File: src/rtl/div_unit.sv
// Multi-cycle radix-2 restoring divider for DIV/DIVU.
// Produces {remainder, quotient} after WIDTH steps; divide-by-zero short-cuts to a zero result.
module div_unit #(
  parameter int unsigned WIDTH = 32
) (
  input  logic               clk,
  input  logic               rst,
  input  logic               start,
  input  logic               sign,
  input  logic               annul,
  input  logic [WIDTH-1:0]   opdata1,
  input  logic [WIDTH-1:0]   opdata2,
  output logic [2*WIDTH-1:0] result,
  output logic               div_ready
);

  localparam int unsigned CW  = $clog2(WIDTH);
  localparam int unsigned WRW = 2 * WIDTH + 1;

  localparam logic [1:0] S_IDLE    = 2'd0;
  localparam logic [1:0] S_DIVZERO = 2'd1;
  localparam logic [1:0] S_ON      = 2'd2;
  localparam logic [1:0] S_END     = 2'd3;

  logic [1:0]         state_q, state_d;
  logic [CW-1:0]      cnt_q, cnt_d;
  logic [WRW-1:0]     work_q, work_d;
  logic [WIDTH-1:0]   divisor_q, divisor_d;
  logic               sign_q, sign_d;
  logic               neg_a_q, neg_a_d;
  logic               neg_b_q, neg_b_d;
  logic [2*WIDTH-1:0] result_q, result_d;
  logic               ready_q, ready_d;

  logic [WIDTH-1:0]   abs_a_c, abs_b_c;
  logic [WIDTH+1:0]   trial_c;
  logic [WIDTH-1:0]   q_raw_c, r_raw_c, q_fix_c, r_fix_c;

  // Operand magnitudes; only signed divides take the absolute value.
  assign abs_a_c = (sign && opdata1[WIDTH-1]) ? (WIDTH'(0) - opdata1) : opdata1;
  assign abs_b_c = (sign && opdata2[WIDTH-1]) ? (WIDTH'(0) - opdata2) : opdata2;

  // Trial subtraction on the shifted partial remainder; bit WIDTH+1 is the borrow.
  assign trial_c = work_q[WRW-1:WIDTH-1] - {2'b00, divisor_q};

  // Sign fix-up: quotient negative on sign mismatch, remainder follows the dividend.
  assign q_raw_c = work_q[WIDTH-1:0];
  assign r_raw_c = work_q[2*WIDTH-1:WIDTH];
  assign q_fix_c = (sign_q && (neg_a_q ^ neg_b_q)) ? (WIDTH'(0) - q_raw_c) : q_raw_c;
  assign r_fix_c = (sign_q && neg_a_q) ? (WIDTH'(0) - r_raw_c) : r_raw_c;

  always_comb begin
    state_d   = state_q;
    cnt_d     = cnt_q;
    work_d    = work_q;
    divisor_d = divisor_q;
    sign_d    = sign_q;
    neg_a_d   = neg_a_q;
    neg_b_d   = neg_b_q;
    result_d  = result_q;
    ready_d   = ready_q;

    case (state_q)
      S_IDLE: begin
        ready_d = 1'b0;
        if (!annul && start) begin
          if (opdata2 == '0) begin
            state_d = S_DIVZERO;
          end else begin
            divisor_d = abs_b_c;
            sign_d    = sign;
            neg_a_d   = opdata1[WIDTH-1];
            neg_b_d   = opdata2[WIDTH-1];
            work_d    = {(WIDTH + 1)'(0), abs_a_c};
            cnt_d     = '0;
            state_d   = S_ON;
          end
        end
      end
      S_DIVZERO: begin
        if (annul) begin
          state_d = S_IDLE;
        end else begin
          result_d = '0;
          ready_d  = 1'b1;
          state_d  = S_END;
        end
      end
      S_ON: begin
        if (annul) begin
          state_d = S_IDLE;
        end else begin
          if (!trial_c[WIDTH+1]) begin
            work_d = {trial_c[WIDTH:0], work_q[WIDTH-2:0], 1'b1};
          end else begin
            work_d = {work_q[WRW-2:0], 1'b0};
          end
          cnt_d = cnt_q + CW'(1);
          if (cnt_q == CW'(WIDTH - 1)) begin
            state_d = S_END;
          end
        end
      end
      S_END: begin
        if (annul || !start) begin
          ready_d = 1'b0;
          state_d = S_IDLE;
        end else if (!ready_q) begin
          result_d = {r_fix_c, q_fix_c};
          ready_d  = 1'b1;
        end
      end
      default: begin
        state_d = S_IDLE;
        ready_d = 1'b0;
      end
    endcase
  end

  always_ff @(posedge clk) begin
    if (rst) begin
      state_q   <= S_IDLE;
      cnt_q     <= '0;
      work_q    <= '0;
      divisor_q <= '0;
      sign_q    <= 1'b0;
      neg_a_q   <= 1'b0;
      neg_b_q   <= 1'b0;
      result_q  <= '0;
      ready_q   <= 1'b0;
    end else begin
      state_q   <= state_d;
      cnt_q     <= cnt_d;
      work_q    <= work_d;
      divisor_q <= divisor_d;
      sign_q    <= sign_d;
      neg_a_q   <= neg_a_d;
      neg_b_q   <= neg_b_d;
      result_q  <= result_d;
      ready_q   <= ready_d;
    end
  end

  assign result    = result_q;
  assign div_ready = ready_q;

endmodule

File: config.mk
export PLATFORM = sky130hd
export DESIGN_NAME = div_unit
export DESIGN_NICKNAME = d
export VERILOG_FILES = /design/src/rtl/div_unit.sv
export SDC_FILE = /design/constraint.sdc
export NUM_CORES = 1
export LEC_CHECK = 0
export CAP_MARGIN = 10
export CORE_ASPECT_RATIO = 2
export CORE_MARGIN = 10
export CORE_UTILIZATION = 55
export DETAILED_ROUTE_END_ITERATION = 16
export PLACE_DENSITY = 0.79
export REMOVE_ABC_BUFFERS = 1
export SYNTH_ARGS = -nofsm -noshare
export SYNTH_HDL_FRONTEND = slang
export SYNTH_SLANG_ARGS = --single-unit
File: constraint.sdc
create_clock -name clk -period 3.8 [get_ports clk]
set_input_delay 0.95 -clock clk [delete_from_list [all_inputs] [get_ports clk]]
set_output_delay 0.95 -clock clk [all_outputs]
set_load 0.02 [all_outputs]
==> run summary <==
LEAKAGE -> 5.03 nW
DP HPWL -> 23800 um
Residual DRC -> 0
final net count -> 1691
initial drt markers -> 670
clock root cell -> clkbuf_16
Top Family by Delay on Critical Path -> simple AND/OR/NAND/NOR gates
GRT overflow -> 0
metal3 WL -> 919 um
commonest non-fill, non-tap cell in the layout -> nand2_1
Tmin final -> 3.59 ns
# rows -> 72
layout cell share with drive strength beyond 1 -> 6.35%
CTS buffer count -> 17
Total Neg Setup Slack -> 0 ns
Post-synth EDFFs -> 0
core area -> 19500 um2
critical path data required time -> 4.10 ns
Hold Path Stages -> 2
unrepaired setup endpoints after global routing -> no
Max Freq -> 0.279 GHz
crit path to -> work_q[33]$_SDFFE_PP0P_
number of port buffers -> 133
Setup crit start -> opdata2[14]
Slew HR -> 33.9%
Setup Buffers After CTS -> 0
Post-DRT Antenna Nets -> 0
Chip Width -> 120 um
crit path buf inv count -> 2
Worst Path Arrival -> 3.89 ns
startpoint types -> input port
final worst path period share -> 94.4%
mean post-synth cell area -> 7.50 um2
R2R cell count -> 12
count of pins over their slew limit -> 0
Synth Register Bits -> 172
Total Routed Length -> 30700 um
Mapped Cells -> 1456
IO Pins -> 134
Sink Count -> 172
Final Wtd Congestion -> 0.942
router iterations before antenna repair -> 5
WP depth -> 12
synth unique cells -> 65
Tot Pwr -> 6.46 mW
Worst Max-Slew Pin Slew -> 0.991 ns
sw frac -> 37.7%
Top FF cell, synth -> dfxtp_1
MaxCap Viol Count -> 0
Routed met2 length -> 17500 um
initial antenna violation count -> 0
worst setup path category -> in2reg
drt via density -> 5.79
Int Power -> 4.03 mW
Syn Std Cell Area -> 10900 um2
number of global-route vias before repair -> 10600
Final Hold Vio Count -> 0
first-pass GRT wire length -> 50300 um
power per cell area -> 484 nW/um2
Worst setup EP type -> flop
Worst R2R Start -> work_q[31]$_SDFFE_PP0P_
net load switching power -> 2.43 mW
Synthesis Warnings -> 0
GRT Overall Usage -> 23.2%
Die Ht -> 219 um
Filler Cell Count -> 1669
# H-tree levels -> 4
HP Class -> reg2reg
Max IR drop VDD -> 0.302 mV
Setup-failing EPs final -> 0
Max Root-Sink Buffers -> 2
hold buffers post-CTS -> 0
largest net degree at the start of global routing -> 74
Reg power frac -> 32.6%
antenna fix cells -> 0
clk slew on worst S/H paths -> 0.06 ns
CP max-delay cell -> or4_1
slowest stage delay, CP -> 0.55 ns
worst-skew pair later-pin latency -> 0.44 ns
combinational share of power -> 40.9%
outcome -> finished, final reports clean
Layout area overhead -> 22.2%
WL per Instance -> 16.6 um
CTS tree -> done
Initial Util -> 56.1%
r2r endpoint -> work_q[33]$_SDFFE_PP0P_
met1 WL -> 10800 um
Synth async-reset ratio -> 0%
cells along the critical path -> clkdlybuf4s50_1 > or4_1 > or3_1 > nor2b_1 > nand4_1 > or3_1 > a31oi_2 > nor2_2 > nor2_2 > buf_12 > nand2_1 > o311ai_0
Clk pwr share -> 26.5%
total number of vias -> 10700
critical path peak fanout -> 33
die area -> 26200 um2
Clock Skews -> 0.00685 ns
sequential area share after synthesis -> 31.5%
uppermost layer routed -> met4
most frequent cells in the layout -> nand2_1 (221), dfxtp_1 (172), nor2_1 (140)
r2r setup slk -> 0.41 ns
cell usage after synthesis, types with 4 or more instances:
master	instances	share of area, %
mux2i_1	23	2.1
nand2b_1	8	0.46
and2_1	6	0.34
nand2_1	221	7.6
and3_1	7	0.40
buf_4	4	0.27
a22oi_1	37	2.5
o221ai_1	5	0.40
o31ai_1	17	1.2
dfxtp_1	172	32
nand3b_1	4	0.27
nand4_1	12	0.69
nand3_1	20	0.92
buf_2	9	0.41
a211oi_1	36	2.5
xnor2_1	85	6.8
nor2_1	141	4.8
nor2b_1	9	0.52
o21bai_1	7	0.48
o21ai_1	10	0.46
nor4_1	13	0.74
or4_1	11	0.76
o21ai_0	112	5.1
or4_4	4	0.41
a21oi_1	126	5.8
o41ai_1	10	0.80
xor2_1	65	5.2
inv_1	67	2.3
a31oi_1	14	0.80
a21o_1	11	0.76
ha_1	43	4.9
nor3_1	27	1.2
clkbuf_1	72	2.5
or3_1	4	0.23
worst min path at each step:
stage                                  to                        from
4_1_cts           result[29]$_SDFFE_PP0P_     result[29]$_SDFFE_PP0P_
5_1_grt           result[19]$_SDFFE_PP0P_     result[19]$_SDFFE_PP0P_
3_3_place_gp      result[24]$_SDFFE_PP0P_     result[24]$_SDFFE_PP0P_
3_5_place_dp      result[29]$_SDFFE_PP0P_     result[29]$_SDFFE_PP0P_
6_report          result[29]$_SDFFE_PP0P_     result[29]$_SDFFE_PP0P_
2_1_floorplan  divisor_q[30]$_SDFFE_PP0P_  divisor_q[30]$_SDFFE_PP0P_
cell families after synthesis:
logic type	after synthesis	synth area share (%)
AOI/OAI and AO/OA	413	23.2
buffers and inverters	153	5.50
DFF	172	31.5
and+or+nand+nor	501	20.5
muxes	23	2.11
xor gates and xnor gates	150	12.0
adders and majority gates	44	5.11
metal layers:
layer  up-vias  GRT usage (%)
li1       5320              -
met1      5033           20.7
met2       267           46.6
met3        83           4.37
met4         0           12.8
met5         -              0
power by group through the flow:
stage / combinational [mW] / clock (mW) / sequential (mW)
global placement: 2.56 / 0 / 2.14
global route: 2.91 / 1.80 / 2.13
detailed placement: 2.61 / 0 / 2.14
finish: 2.64 / 1.71 / 2.11
floorplan: 1.81 / 0 / 2.11
CTS: 2.62 / 1.72 / 2.10
layout make-up:
class                   instances  area [um2]  area share (%)
multi-input cells            1131        6900            51.7
clock buffers                  24         472            3.54
well taps                     259         324            2.43
flip-flops and latches        172        3440            25.8
inverters                      67         251            1.88
clock inverters                 7        90.1           0.675
repair buffers                189        1860            14.0
registers in the layout (all words and copies together) (netlist names):
signal	cells
div_ready	1
result	64
state_q	2
divisor_q	32
neg_b_q	1
work_q	65
cnt_q	5
sign_q	1
neg_a_q	1
per-stage QoR:
step | setup WS (ns) | utilization (%) | cell area, um2 | hold slack [ns] | instances
6_report | 0.212 | 68.6 | 13300 | 0.445 | 1849
5_1_grt | 0.0525 | 68.6 | 13300 | 0.474 | 1849
3_3_place_gp | -0.134 | 65.7 | 12800 | 0.436 | 1818
3_5_place_dp | -0.203 | 65.7 | 12800 | 0.440 | 1818
2_1_floorplan | -0.256 | - | 10600 | 0.426 | 1370
4_1_cts | 0.238 | 68.5 | 13300 | 0.449 | 1849
tightest hold or removal path, cell delays in order (launching register included):
cell and delay (ns):
dfxtp_1 0.31, nand2_1 0.05, o21ai_1 0.05
repair_timing:
item | 4_1_cts | 5_1_grt
endpoints found under the setup margin | 0 | 1
resized for setup | 0 | 1
hold endpoints to repair | 0 | 0
Note: power is estimated with default switching activity, not from simulation.
